==> src/rtl/mc_controller_ext.sv <==
// Multicycle RV32I control unit: sequences the shared-memory datapath through
// fetch/decode/execute/writeback with a memory-ready stall and an illegal-opcode trap.
module mc_controller_ext #(
  parameter bit STALL_EN     = 1'b1,
  parameter bit RV32I_EXT    = 1'b1,
  parameter bit ILLEGAL_TRAP = 1'b1
) (
  input  logic       clk,
  input  logic       reset,
  input  logic [6:0] op_i,
  input  logic [2:0] funct3_i,
  input  logic       funct7b5_i,
  input  logic       zero_i,
  input  logic       lt_i,
  input  logic       ltu_i,
  input  logic       mem_ready_i,
  output logic       PCWrite_o,
  output logic       MemReq_o,
  output logic       MemWrite_o,
  output logic       IRWrite_o,
  output logic       RegWrite_o,
  output logic [1:0] ALUSrcA_o,
  output logic [1:0] ALUSrcB_o,
  output logic       AdrSrc_o,
  output logic [1:0] ResultSrc_o,
  output logic [3:0] ALUControl_o,
  output logic [2:0] ImmSrc_o,
  output logic       illegal_o,
  output logic [3:0] state_o
);

  typedef enum logic [3:0] {
    S_FETCH    = 4'd0,
    S_DECODE   = 4'd1,
    S_MEMADR   = 4'd2,
    S_MEMREAD  = 4'd3,
    S_MEMWB    = 4'd4,
    S_MEMWRITE = 4'd5,
    S_EXECR    = 4'd6,
    S_ALUWB    = 4'd7,
    S_EXECI    = 4'd8,
    S_JAL      = 4'd9,
    S_BRANCH   = 4'd10,
    S_LUI      = 4'd11,
    S_JALR     = 4'd12,
    S_TRAP     = 4'd13,
    S_RESET    = 4'd15
  } state_t;

  localparam logic [6:0] OP_LW    = 7'b0000011;
  localparam logic [6:0] OP_SW    = 7'b0100011;
  localparam logic [6:0] OP_R     = 7'b0110011;
  localparam logic [6:0] OP_I     = 7'b0010011;
  localparam logic [6:0] OP_BR    = 7'b1100011;
  localparam logic [6:0] OP_JAL   = 7'b1101111;
  localparam logic [6:0] OP_LUI   = 7'b0110111;
  localparam logic [6:0] OP_JALR  = 7'b1100111;
  localparam logic [6:0] OP_AUIPC = 7'b0010111;

  localparam logic [1:0] ALUOP_ADD   = 2'b00;
  localparam logic [1:0] ALUOP_SUB   = 2'b01;
  localparam logic [1:0] ALUOP_OTHER = 2'b10;

  localparam logic [3:0] ALU_ADD  = 4'b0000;
  localparam logic [3:0] ALU_SUB  = 4'b0001;
  localparam logic [3:0] ALU_AND  = 4'b0010;
  localparam logic [3:0] ALU_OR   = 4'b0011;
  localparam logic [3:0] ALU_XOR  = 4'b0100;
  localparam logic [3:0] ALU_SLT  = 4'b0101;
  localparam logic [3:0] ALU_SLTU = 4'b0110;
  localparam logic [3:0] ALU_SLL  = 4'b0111;
  localparam logic [3:0] ALU_SRL  = 4'b1000;
  localparam logic [3:0] ALU_SRA  = 4'b1001;

  typedef struct packed {
    logic       pcupdate;
    logic       branch;
    logic       memreq;
    logic       memwrite;
    logic       irwrite;
    logic       regwrite;
    logic [1:0] alusrca;
    logic [1:0] alusrcb;
    logic       adrsrc;
    logic [1:0] resultsrc;
    logic [1:0] aluop;
    logic       illegal;
  } ctrl_t;

  state_t state_q, state_d;
  ctrl_t  ctrl_q, ctrl_d;
  logic   rdy;
  logic   take;
  state_t bad_op_dest;

  assign rdy         = mem_ready_i | !STALL_EN;
  assign bad_op_dest = ILLEGAL_TRAP ? S_TRAP : S_FETCH;

  // State and control vector load together, so controls match the current state.
  always_ff @(posedge clk) begin
    if (reset) begin
      state_q <= S_RESET;
      ctrl_q  <= '0;
    end else begin
      state_q <= state_d;
      ctrl_q  <= ctrl_d;
    end
  end

  always_comb begin
    state_d = state_q;
    case (state_q)
      S_FETCH:    if (rdy) state_d = S_DECODE;
      S_DECODE: begin
        case (op_i)
          OP_LW, OP_SW: state_d = S_MEMADR;
          OP_R:         state_d = S_EXECR;
          OP_I:         state_d = S_EXECI;
          OP_BR:        state_d = S_BRANCH;
          OP_JAL:       state_d = S_JAL;
          OP_LUI:       state_d = S_LUI;
          OP_JALR:      state_d = RV32I_EXT ? S_JALR : bad_op_dest;
          OP_AUIPC:     state_d = RV32I_EXT ? S_ALUWB : bad_op_dest;
          default:      state_d = bad_op_dest;
        endcase
      end
      S_MEMADR:   state_d = op_i[5] ? S_MEMWRITE : S_MEMREAD;
      S_MEMREAD:  if (rdy) state_d = S_MEMWB;
      S_MEMWRITE: if (rdy) state_d = S_FETCH;
      S_EXECR, S_EXECI, S_JAL:             state_d = S_ALUWB;
      S_JALR:                              state_d = S_JAL;
      S_MEMWB, S_ALUWB, S_BRANCH, S_LUI:   state_d = S_FETCH;
      S_TRAP:                              state_d = S_TRAP;
      default:                             state_d = S_FETCH;
    endcase
  end

  // Control vector for the state about to become current.
  always_comb begin
    ctrl_d = '0;
    case (state_d)
      S_FETCH: begin
        ctrl_d.memreq    = 1'b1;
        ctrl_d.irwrite   = 1'b1;
        ctrl_d.pcupdate  = 1'b1;
        ctrl_d.alusrcb   = 2'b10;
        ctrl_d.resultsrc = 2'b10;
      end
      S_DECODE: begin
        ctrl_d.alusrca = 2'b01;
        ctrl_d.alusrcb = 2'b01;
      end
      S_MEMADR, S_JALR: begin
        ctrl_d.alusrca = 2'b10;
        ctrl_d.alusrcb = 2'b01;
      end
      S_MEMREAD: begin
        ctrl_d.memreq = 1'b1;
        ctrl_d.adrsrc = 1'b1;
      end
      S_MEMWRITE: begin
        ctrl_d.memreq   = 1'b1;
        ctrl_d.memwrite = 1'b1;
        ctrl_d.adrsrc   = 1'b1;
      end
      S_MEMWB: begin
        ctrl_d.regwrite  = 1'b1;
        ctrl_d.resultsrc = 2'b01;
      end
      S_EXECR: begin
        ctrl_d.alusrca = 2'b10;
        ctrl_d.aluop   = ALUOP_OTHER;
      end
      S_EXECI: begin
        ctrl_d.alusrca = 2'b10;
        ctrl_d.alusrcb = 2'b01;
        ctrl_d.aluop   = ALUOP_OTHER;
      end
      S_ALUWB:  ctrl_d.regwrite = 1'b1;
      S_JAL: begin
        ctrl_d.pcupdate = 1'b1;
        ctrl_d.alusrca  = 2'b01;
        ctrl_d.alusrcb  = 2'b10;
      end
      S_BRANCH: begin
        ctrl_d.branch  = 1'b1;
        ctrl_d.alusrca = 2'b10;
        ctrl_d.aluop   = ALUOP_SUB;
      end
      S_LUI: begin
        ctrl_d.regwrite  = 1'b1;
        ctrl_d.resultsrc = 2'b11;
      end
      S_TRAP:   ctrl_d.illegal = 1'b1;
      default:  ctrl_d = '0;
    endcase
  end

  always_comb begin
    take = 1'b0;
    case (funct3_i)
      3'b000:  take = zero_i;
      3'b001:  take = RV32I_EXT & !zero_i;
      3'b100:  take = RV32I_EXT & lt_i;
      3'b101:  take = RV32I_EXT & !lt_i;
      3'b110:  take = RV32I_EXT & ltu_i;
      3'b111:  take = RV32I_EXT & !ltu_i;
      default: take = 1'b0;
    endcase
  end

  always_comb begin
    ALUControl_o = ALU_ADD;
    case (ctrl_q.aluop)
      ALUOP_SUB: ALUControl_o = ALU_SUB;
      ALUOP_OTHER: begin
        case (funct3_i)
          3'b000:  ALUControl_o = (op_i[5] & funct7b5_i) ? ALU_SUB : ALU_ADD;
          3'b001:  ALUControl_o = RV32I_EXT ? ALU_SLL : ALU_ADD;
          3'b010:  ALUControl_o = ALU_SLT;
          3'b011:  ALUControl_o = RV32I_EXT ? ALU_SLTU : ALU_ADD;
          3'b100:  ALUControl_o = RV32I_EXT ? ALU_XOR : ALU_ADD;
          3'b101:  ALUControl_o = RV32I_EXT ? (funct7b5_i ? ALU_SRA : ALU_SRL) : ALU_ADD;
          3'b110:  ALUControl_o = ALU_OR;
          default: ALUControl_o = ALU_AND;
        endcase
      end
      default: ALUControl_o = ALU_ADD;
    endcase
  end

  always_comb begin
    ImmSrc_o = 3'b000;
    case (op_i)
      OP_SW:            ImmSrc_o = 3'b001;
      OP_BR:            ImmSrc_o = 3'b010;
      OP_JAL:           ImmSrc_o = 3'b011;
      OP_LUI, OP_AUIPC: ImmSrc_o = 3'b100;
      default:          ImmSrc_o = 3'b000;
    endcase
  end

  // PC update only waits on memory when it rides along with a memory access (Fetch).
  assign PCWrite_o   = (ctrl_q.pcupdate & (rdy | !ctrl_q.memreq)) | (ctrl_q.branch & take);
  assign IRWrite_o   = ctrl_q.irwrite & rdy;
  assign MemReq_o    = ctrl_q.memreq;
  assign MemWrite_o  = ctrl_q.memwrite;
  assign RegWrite_o  = ctrl_q.regwrite;
  assign ALUSrcA_o   = ctrl_q.alusrca;
  assign ALUSrcB_o   = ctrl_q.alusrcb;
  assign AdrSrc_o    = ctrl_q.adrsrc;
  assign ResultSrc_o = ctrl_q.resultsrc;
  assign illegal_o   = ctrl_q.illegal;
  assign state_o     = state_q;

endmodule

==> config.mk <==
export PLATFORM = sky130hd
export DESIGN_NAME = mc_controller_ext
export DESIGN_NICKNAME = d
export VERILOG_FILES = /design/src/rtl/mc_controller_ext.sv
export SDC_FILE = /design/constraint.sdc
export NUM_CORES = 1
export LEC_CHECK = 0
export CAP_MARGIN = 20
export CORE_MARGIN = 1
export CORE_UTILIZATION = 49
export DETAILED_ROUTE_END_ITERATION = 6
export GPL_TIMING_DRIVEN = 1
export PLACE_DENSITY = 0.86
export SETUP_SLACK_MARGIN = 0.5
export SLEW_MARGIN = 20
export SYNTH_ARGS = -nofsm -noshare
export SYNTH_HDL_FRONTEND = slang
export SYNTH_SLANG_ARGS = --single-unit
==> constraint.sdc <==
create_clock -name clk -period 3.6 [get_ports clk]
set_input_delay 0.36 -clock clk [delete_from_list [all_inputs] [get_ports clk]]
set_output_delay 0.36 -clock clk [all_outputs]
set_load 0.005 [all_outputs]
==> results of run 1 <==
[final cells by class]
type	count	share of cell area, %
well taps	30	2.27
repair buffers	40	24.3
clock buffers	3	1.36
clock inverters	1	0.303
multi-input cells	113	46.9
inverters	8	1.82
flip-flops and latches	19	23.0
[worst max-delay path, cell delays in order]
cell             delay [ns]
clkdlybuf4s50_1        0.59
a21oi_1                0.21
nor2_1                 0.06
a211oi_1               0.23
a21oi_1                0.08
a21oi_1                0.16
nor2_1                 0.05
clkdlybuf4s50_1        0.44
[synthesized netlist by cell type, types with 2 or more instances]
library cell	instances
dfxtp_1	19
nor2_1	13
nand2_1	12
nor3_1	9
a21oi_1	8
buf_4	7
inv_1	7
buf_2	6
o21ai_0	5
nand2b_1	4
nor2b_1	4
clkbuf_1	3
o31ai_1	3
or3_1	3
xnor2_1	3
xor2_1	3
and2b_4	2
and3b_1	2
ha_1	2
mux2i_1	2
nand3_1	2
nand3b_1	2
nand4_1	2
nand4b_1	2
nor3b_1	2
o21bai_1	2
o311ai_0	2
[logic make-up (layout without fill, tap and decap cells)]
kind of cell | Yosys count | count (layout) | share of synthesized area [%]
muxes | 2 | 2 | 1.55
xor gates and xnor gates | 6 | 6 | 4.07
adders and majority gates | 2 | 2 | 1.94
DFF | 19 | 19 | 29.5
AOI/OAI and AO/OA | 35 | 35 | 21.3
and+or+nand+nor | 68 | 68 | 31.1
buffers and inverters | 25 | 52 | 10.5
[where the power goes]
part | internal [mW] | switching [mW]
logic | 0.138 | 0.123
registers | 0.241 | 0.0288
clock network | 0.0414 | 0.0662
total | 0.420 | 0.218
[sequential cells by signal (all words and copies together), names as in the netlist]
| signal | flops |
|---|---|
| ALUSrcA_o | 2 |
| ctrl_q | 4 |
| MemReq_o | 1 |
| RegWrite_o | 1 |
| ResultSrc_o | 2 |
| ALUSrcB_o | 2 |
| AdrSrc_o | 1 |
| state_o | 4 |
| illegal_o | 1 |
| MemWrite_o | 1 |
[worst paths after layout]
check	from	slack, ns	depth (start not counted)	end
max	op_i[5]	1.05	8	ALUControl_o[0]
min	reset	0.72	2	ResultSrc_o[0]
max reg2reg	state_o[2]	1.34	6	ResultSrc_o[0]
min reg2reg	state_o[0]	0.81	3	ALUSrcB_o[0]
[layer usage]
metal | vias up | share of wire [%] | GRT usage (%)
met5 | - | 0 | 0
met4 | 0 | 0.62 | 4.82
met3 | 2 | 6.8 | 4.31
met2 | 42 | 49 | 37.5
met1 | 566 | 43 | 25.5
li1 | 610 | - | -
[layout by cell type (no fill, tap or decap), types with 2 or more instances in the layout]
cell type and instances:
a21oi_1 8, and2b_4 2, and3b_1 2, clkbuf_4 3, clkdlybuf4s50_1 40, dfxtp_1 19
ha_1 2, inv_1 7, mux2i_1 2, nand2_1 12, nand2b_1 4, nand3_1 2
nand3b_1 2, nand4_1 2, nand4b_1 2, nor2_1 13, nor2b_1 4, nor3_1 9
nor3b_1 2, o21ai_0 5, o21bai_1 2, o311ai_0 2, o31ai_1 3, or3_1 3
xnor2_1 3, xor2_1 3
==> impl_metrics.json, run 1 <==
{
  "top_level_ports": 41,
  "period_share_pct": 70.7,
  "finish.utilization_pct": 66.6,
  "cts.reportedPaths.clkPinSlew_ns": 0.11,
  "num_cts_buffers": 3,
  "y_dimension_of_the_die_um": 53.3,
  "fillers": 214,
  "mean_cell_area_of_the_mapped_netlist_sq_um": 8.22,
  "via_count": 1220,
  "io_buffers": 40,
  "grt_start_max_net_pins": 16,
  "largest_voltage_drop_on_the_vdd_net_v": 0.000320,
  "setup.worst_path.class": "primary input to output pin",
  "grt_use_total_pct": 21.1,
  "cts.sinks": 19,
  "synth_ff_type": "dfxtp_1",
  "drc": 0,
  "required_time_at_the_endpoint_of_the_critical_path_ns": 3.24,
  "worst_ep_arrival_ns": 2.19,
  "synth_async_reset_ratio_pct": 0,
  "total_power_mw": 0.638,
  "drv_slew": 0,
  "setup_repair_after_global_routing_missed_its_margin": "false",
  "final_critical_path_setup_slack_ns": 1.05,
  "final_period_minus_worst_setup_slack_ns": 2.55,
  "place_area_sq_mm": 0.00162,
  "areaGrowthSynthToFinish_pct": 27.9,
  "finalNetCount": 204,
  "grt_antenna_before_repair": 0,
  "total_placed_cells_including_tap_cells": 210,
  "pre_cts_ws_ns": 1.05,
  "start_util_pct": 52.1,
  "layout.cells.non_filler": 214,
  "insertedDiodeCount": 0,
  "grt_first_pass_wirelength_um": 4490,
  "cts_htree_levels": 1,
  "hold_path.class": "primary input to flop",
  "sequential_cell_area_sq_um": 380,
  "placementRows": 18,
  "cts_hold_buffers": 0,
  "number_of_warnings_issued_by_yosys": 0,
  "clock_tree.buffer_depth": 2,
  "detailed_route_wire_length_per_cell_um": 12.9,
  "ys_seq_elements": 19,
  "seq_area_frac_synth_pct": 29.5,
  "synthesis.nets": 176,
  "synthesis.instances": 157,
  "mappedNetlistArea_sq_mm": 0.00129,
  "drt_pre_antenna_iters": 4,
  "post_cts_resized": 0,
  "endpoint_kind": "output pin",
  "grt_overflow_total": 0,
  "layout_cell_share_with_drive_strength_beyond_1_pct": 9.24,
  "synth_edf_count": 0,
  "power_density_mw_per_mm2": 387,
  "timing.fmax_ghz": 0.393,
  "hold_viol": 0,
  "netlist.top_cell.by_area": "dfxtp_1",
  "die-width_um": 53.3,
  "library_cell_used_as_clock_root_buffer": "clkbuf_4",
  "placeableCoreArea_sq_mm": 0.00248,
  "static-leakage-power_nw": 0.607,
  "drt_wl_total_um": 2750,
  "routabilityCongestion": 0.900,
  "final-setup-viol-count": 0,
  "final.setup_skew_ns": 0.0133,
  "synth_cell_types": 53,
  "route.detailed.vias_per_inst": 5.70,
  "drtIter0Drc": 21,
  "stdcell_area_sq_mm": 0.00165,
  "worst_margin_slew_ns": 0.499,
  "worstPathMaxFanout": 11,
  "netlist_top_cells_area": "dfxtp_1 29%, buf_4 4.1%, nor2_1 3.8%",
  "die_area_sq_mm": 0.00284,
  "cts_post_setup_buffers_inserted": 0,
  "multi_input_area_sq_um": 774,
  "grt_pass1_vias": 1077,
  "hold-worst-slack_ns": 0.721,
  "slew-limit-headroom_pct": 66.7,
  "cts_tree": "yes",
  "clock_latency_ns": 0.30,
  "run_status": "finished, final reports clean",
  "synthDominantCellAreaShare_pct": 29.5,
  "cap_violations": 0,
  "dpl.hpwl_um": 2060,
  "final_layout_setup_total_negative_slack_ns": 0,
  "cp-start-kind": "primary input",
  "ant_nets": 0
}
Note: power is estimated with default switching activity, not from simulation.
==> run 2, diff against run 1 <==
- CORE_UTILIZATION: 49 -> 41
- PLACE_DENSITY: 0.86 -> 0.77
- clock period: 3.6 -> 2.3 ns (I/O delays scaled with it)
==> impl_metrics.json, run 2 (synthesis results as in run 1) <==
{
  "run_status": "finished, final reports clean",
  "start_util_pct": 44.8,
  "finish.utilization_pct": 67.6,
  "placementRows": 19,
  "period_share_pct": 77.2,
  "route.detailed.vias_per_inst": 5.39,
  "power_density_mw_per_mm2": 596,
  "cp-start-kind": "flop",
  "hold_viol": 0,
  "setup_repair_after_global_routing_missed_its_margin": "true",
  "num_cts_buffers": 3,
  "stdcell_area_sq_mm": 0.00194,
  "multi_input_area_sq_um": 901,
  "path_delay_family": "compound AO/OA/AOI/OAI gates",
  "clock_latency_ns": 0.30,
  "drt_wl_total_um": 3530,
  "hold_path.class": "primary input to flop",
  "worst_margin_slew_ns": 0.325,
  "cts.sinks": 19,
  "ant_nets": 0,
  "grt_pass1_vias": 1222,
  "library_cell_used_as_clock_root_buffer": "clkbuf_4",
  "cts_htree_levels": 1,
  "grt_start_max_net_pins": 14,
  "y_dimension_of_the_die_um": 58.1,
  "grt_antenna_before_repair": 0,
  "hold-worst-slack_ns": 0.520,
  "insertedDiodeCount": 0,
  "required_time_at_the_endpoint_of_the_critical_path_ns": 2.49,
  "layout_common_cells": "22 x clkdlybuf4s50_1, 14 x dfxtp_1, 14 x buf_4",
  "timing.fmax_ghz": 0.563,
  "placeableCoreArea_sq_mm": 0.00288,
  "final_period_minus_worst_setup_slack_ns": 1.77,
  "drc": 0,
  "final_common_cell": "clkdlybuf4s50_1",
  "largest_voltage_drop_on_the_vdd_net_v": 0.000404,
  "endpoint_kind": "flop",
  "setup.worst_path.class": "flop to flop",
  "worst_ep_arrival_ns": 1.96,
  "cts.reportedPaths.clkPinSlew_ns": 0.10,
  "areaGrowthSynthToFinish_pct": 50.7,
  "critical-path-top-cell-by-count": "nor2_1",
  "worstPathMaxFanout": 7,
  "crit_path_cell_trace": "and2b_4 > nor2_1 > o32ai_2 > buf_4 > nor2_1 > a31oi_1 > o31ai_2",
  "pre_cts_ws_ns": -0.0408,
  "crit_buf_inv": 1,
  "place_area_sq_mm": 0.00171,
  "clock_tree.buffer_depth": 2,
  "layout.cells.non_filler": 244,
  "via_count": 1316,
  "final_layout_setup_total_negative_slack_ns": 0,
  "sequential_cell_area_sq_um": 397,
  "drt_pre_antenna_iters": 4,
  "fillers": 228,
  "grt_use_total_pct": 19.7,
  "final-setup-viol-count": 0,
  "io_buffers": 40,
  "layout_cell_share_with_drive_strength_beyond_1_pct": 33.2,
  "drv_slew": 0,
  "finalNetCount": 222,
  "static-leakage-power_nw": 0.847,
  "grt_overflow_total": 0,
  "cts_tree": "yes",
  "drtIter0Drc": 55,
  "die-width_um": 58.1,
  "top_level_ports": 41,
  "dpl.hpwl_um": 2380,
  "final_critical_path_setup_slack_ns": 0.525,
  "grt_first_pass_wirelength_um": 5230,
  "total_power_mw": 1.16,
  "die_area_sq_mm": 0.00337,
  "cpMaxStageDelayCell": "dfxtp_4",
  "routabilityCongestion": 0.806,
  "slew-limit-headroom_pct": 78.0,
  "slowest_delay_ns": 0.39,
  "cap_violations": 0,
  "final.setup_skew_ns": 0.000685,
  "detailed_route_wire_length_per_cell_um": 14.5,
  "total_placed_cells_including_tap_cells": 232
}
## run 2: cell types whose count changed in the layout (fill, tap and decap cells not counted), sizes merged
cell	delta
dlymetal6s2s	+5
dlygate4sd2	+7
buf	+19
clkbuf	+3
clkdlybuf4s15	+2
clkdlybuf4s50	-18
## run 2: path summary, 6_finish.rpt
check                                  from            to  slack, ns  cells past startpoint
worst min register to register   state_o[3]  ALUSrcB_o[0]       0.68                      3
worst max register to register   state_o[2]      MemReq_o       0.53                      7
worst max-delay path             state_o[2]      MemReq_o       0.53                      7
worst min-delay path            mem_ready_i  ALUSrcB_o[0]       0.52                      4
## run 2: final cells by class
class | count | share of cell area, %
clock buffers | 3 | 1.16
clock inverters | 1 | 0.257
inverters | 8 | 1.54
multi-input cells | 113 | 46.3
flip-flops and latches | 19 | 20.4
well taps | 42 | 2.70
repair buffers | 58 | 27.6
## run 2: routing by layer
layer | global-route usage, % | up-vias | part of all wire, %
li1 | - | 638 | -
met3 | 4.24 | 5 | 4.4
met1 | 22.6 | 633 | 41
met2 | 36.0 | 40 | 53
met4 | 6.80 | 0 | 1.2
met5 | 0 | - | 0
## run 2: power by group
group | internal (mW) | switching, mW | total, mW
combinational | 0.301 | 0.263 | 0.564
clock | 0.0650 | 0.103 | 0.168
sequential | 0.381 | 0.0457 | 0.426
total | 0.747 | 0.412 | 1.16
## run 2: repair_timing
item,CTS,global route
buffers inserted,6,2
resized for setup,34,37
pin swaps,5,7
hold buffers,0,0
endpoints found under the setup margin,23,17
## run 2: tightest hold or removal path, cell delays in order
cell	delay, ns
dlygate4sd2_1	0.26
buf_4	0.16
nand4_1	0.09
nand2_1	0.06
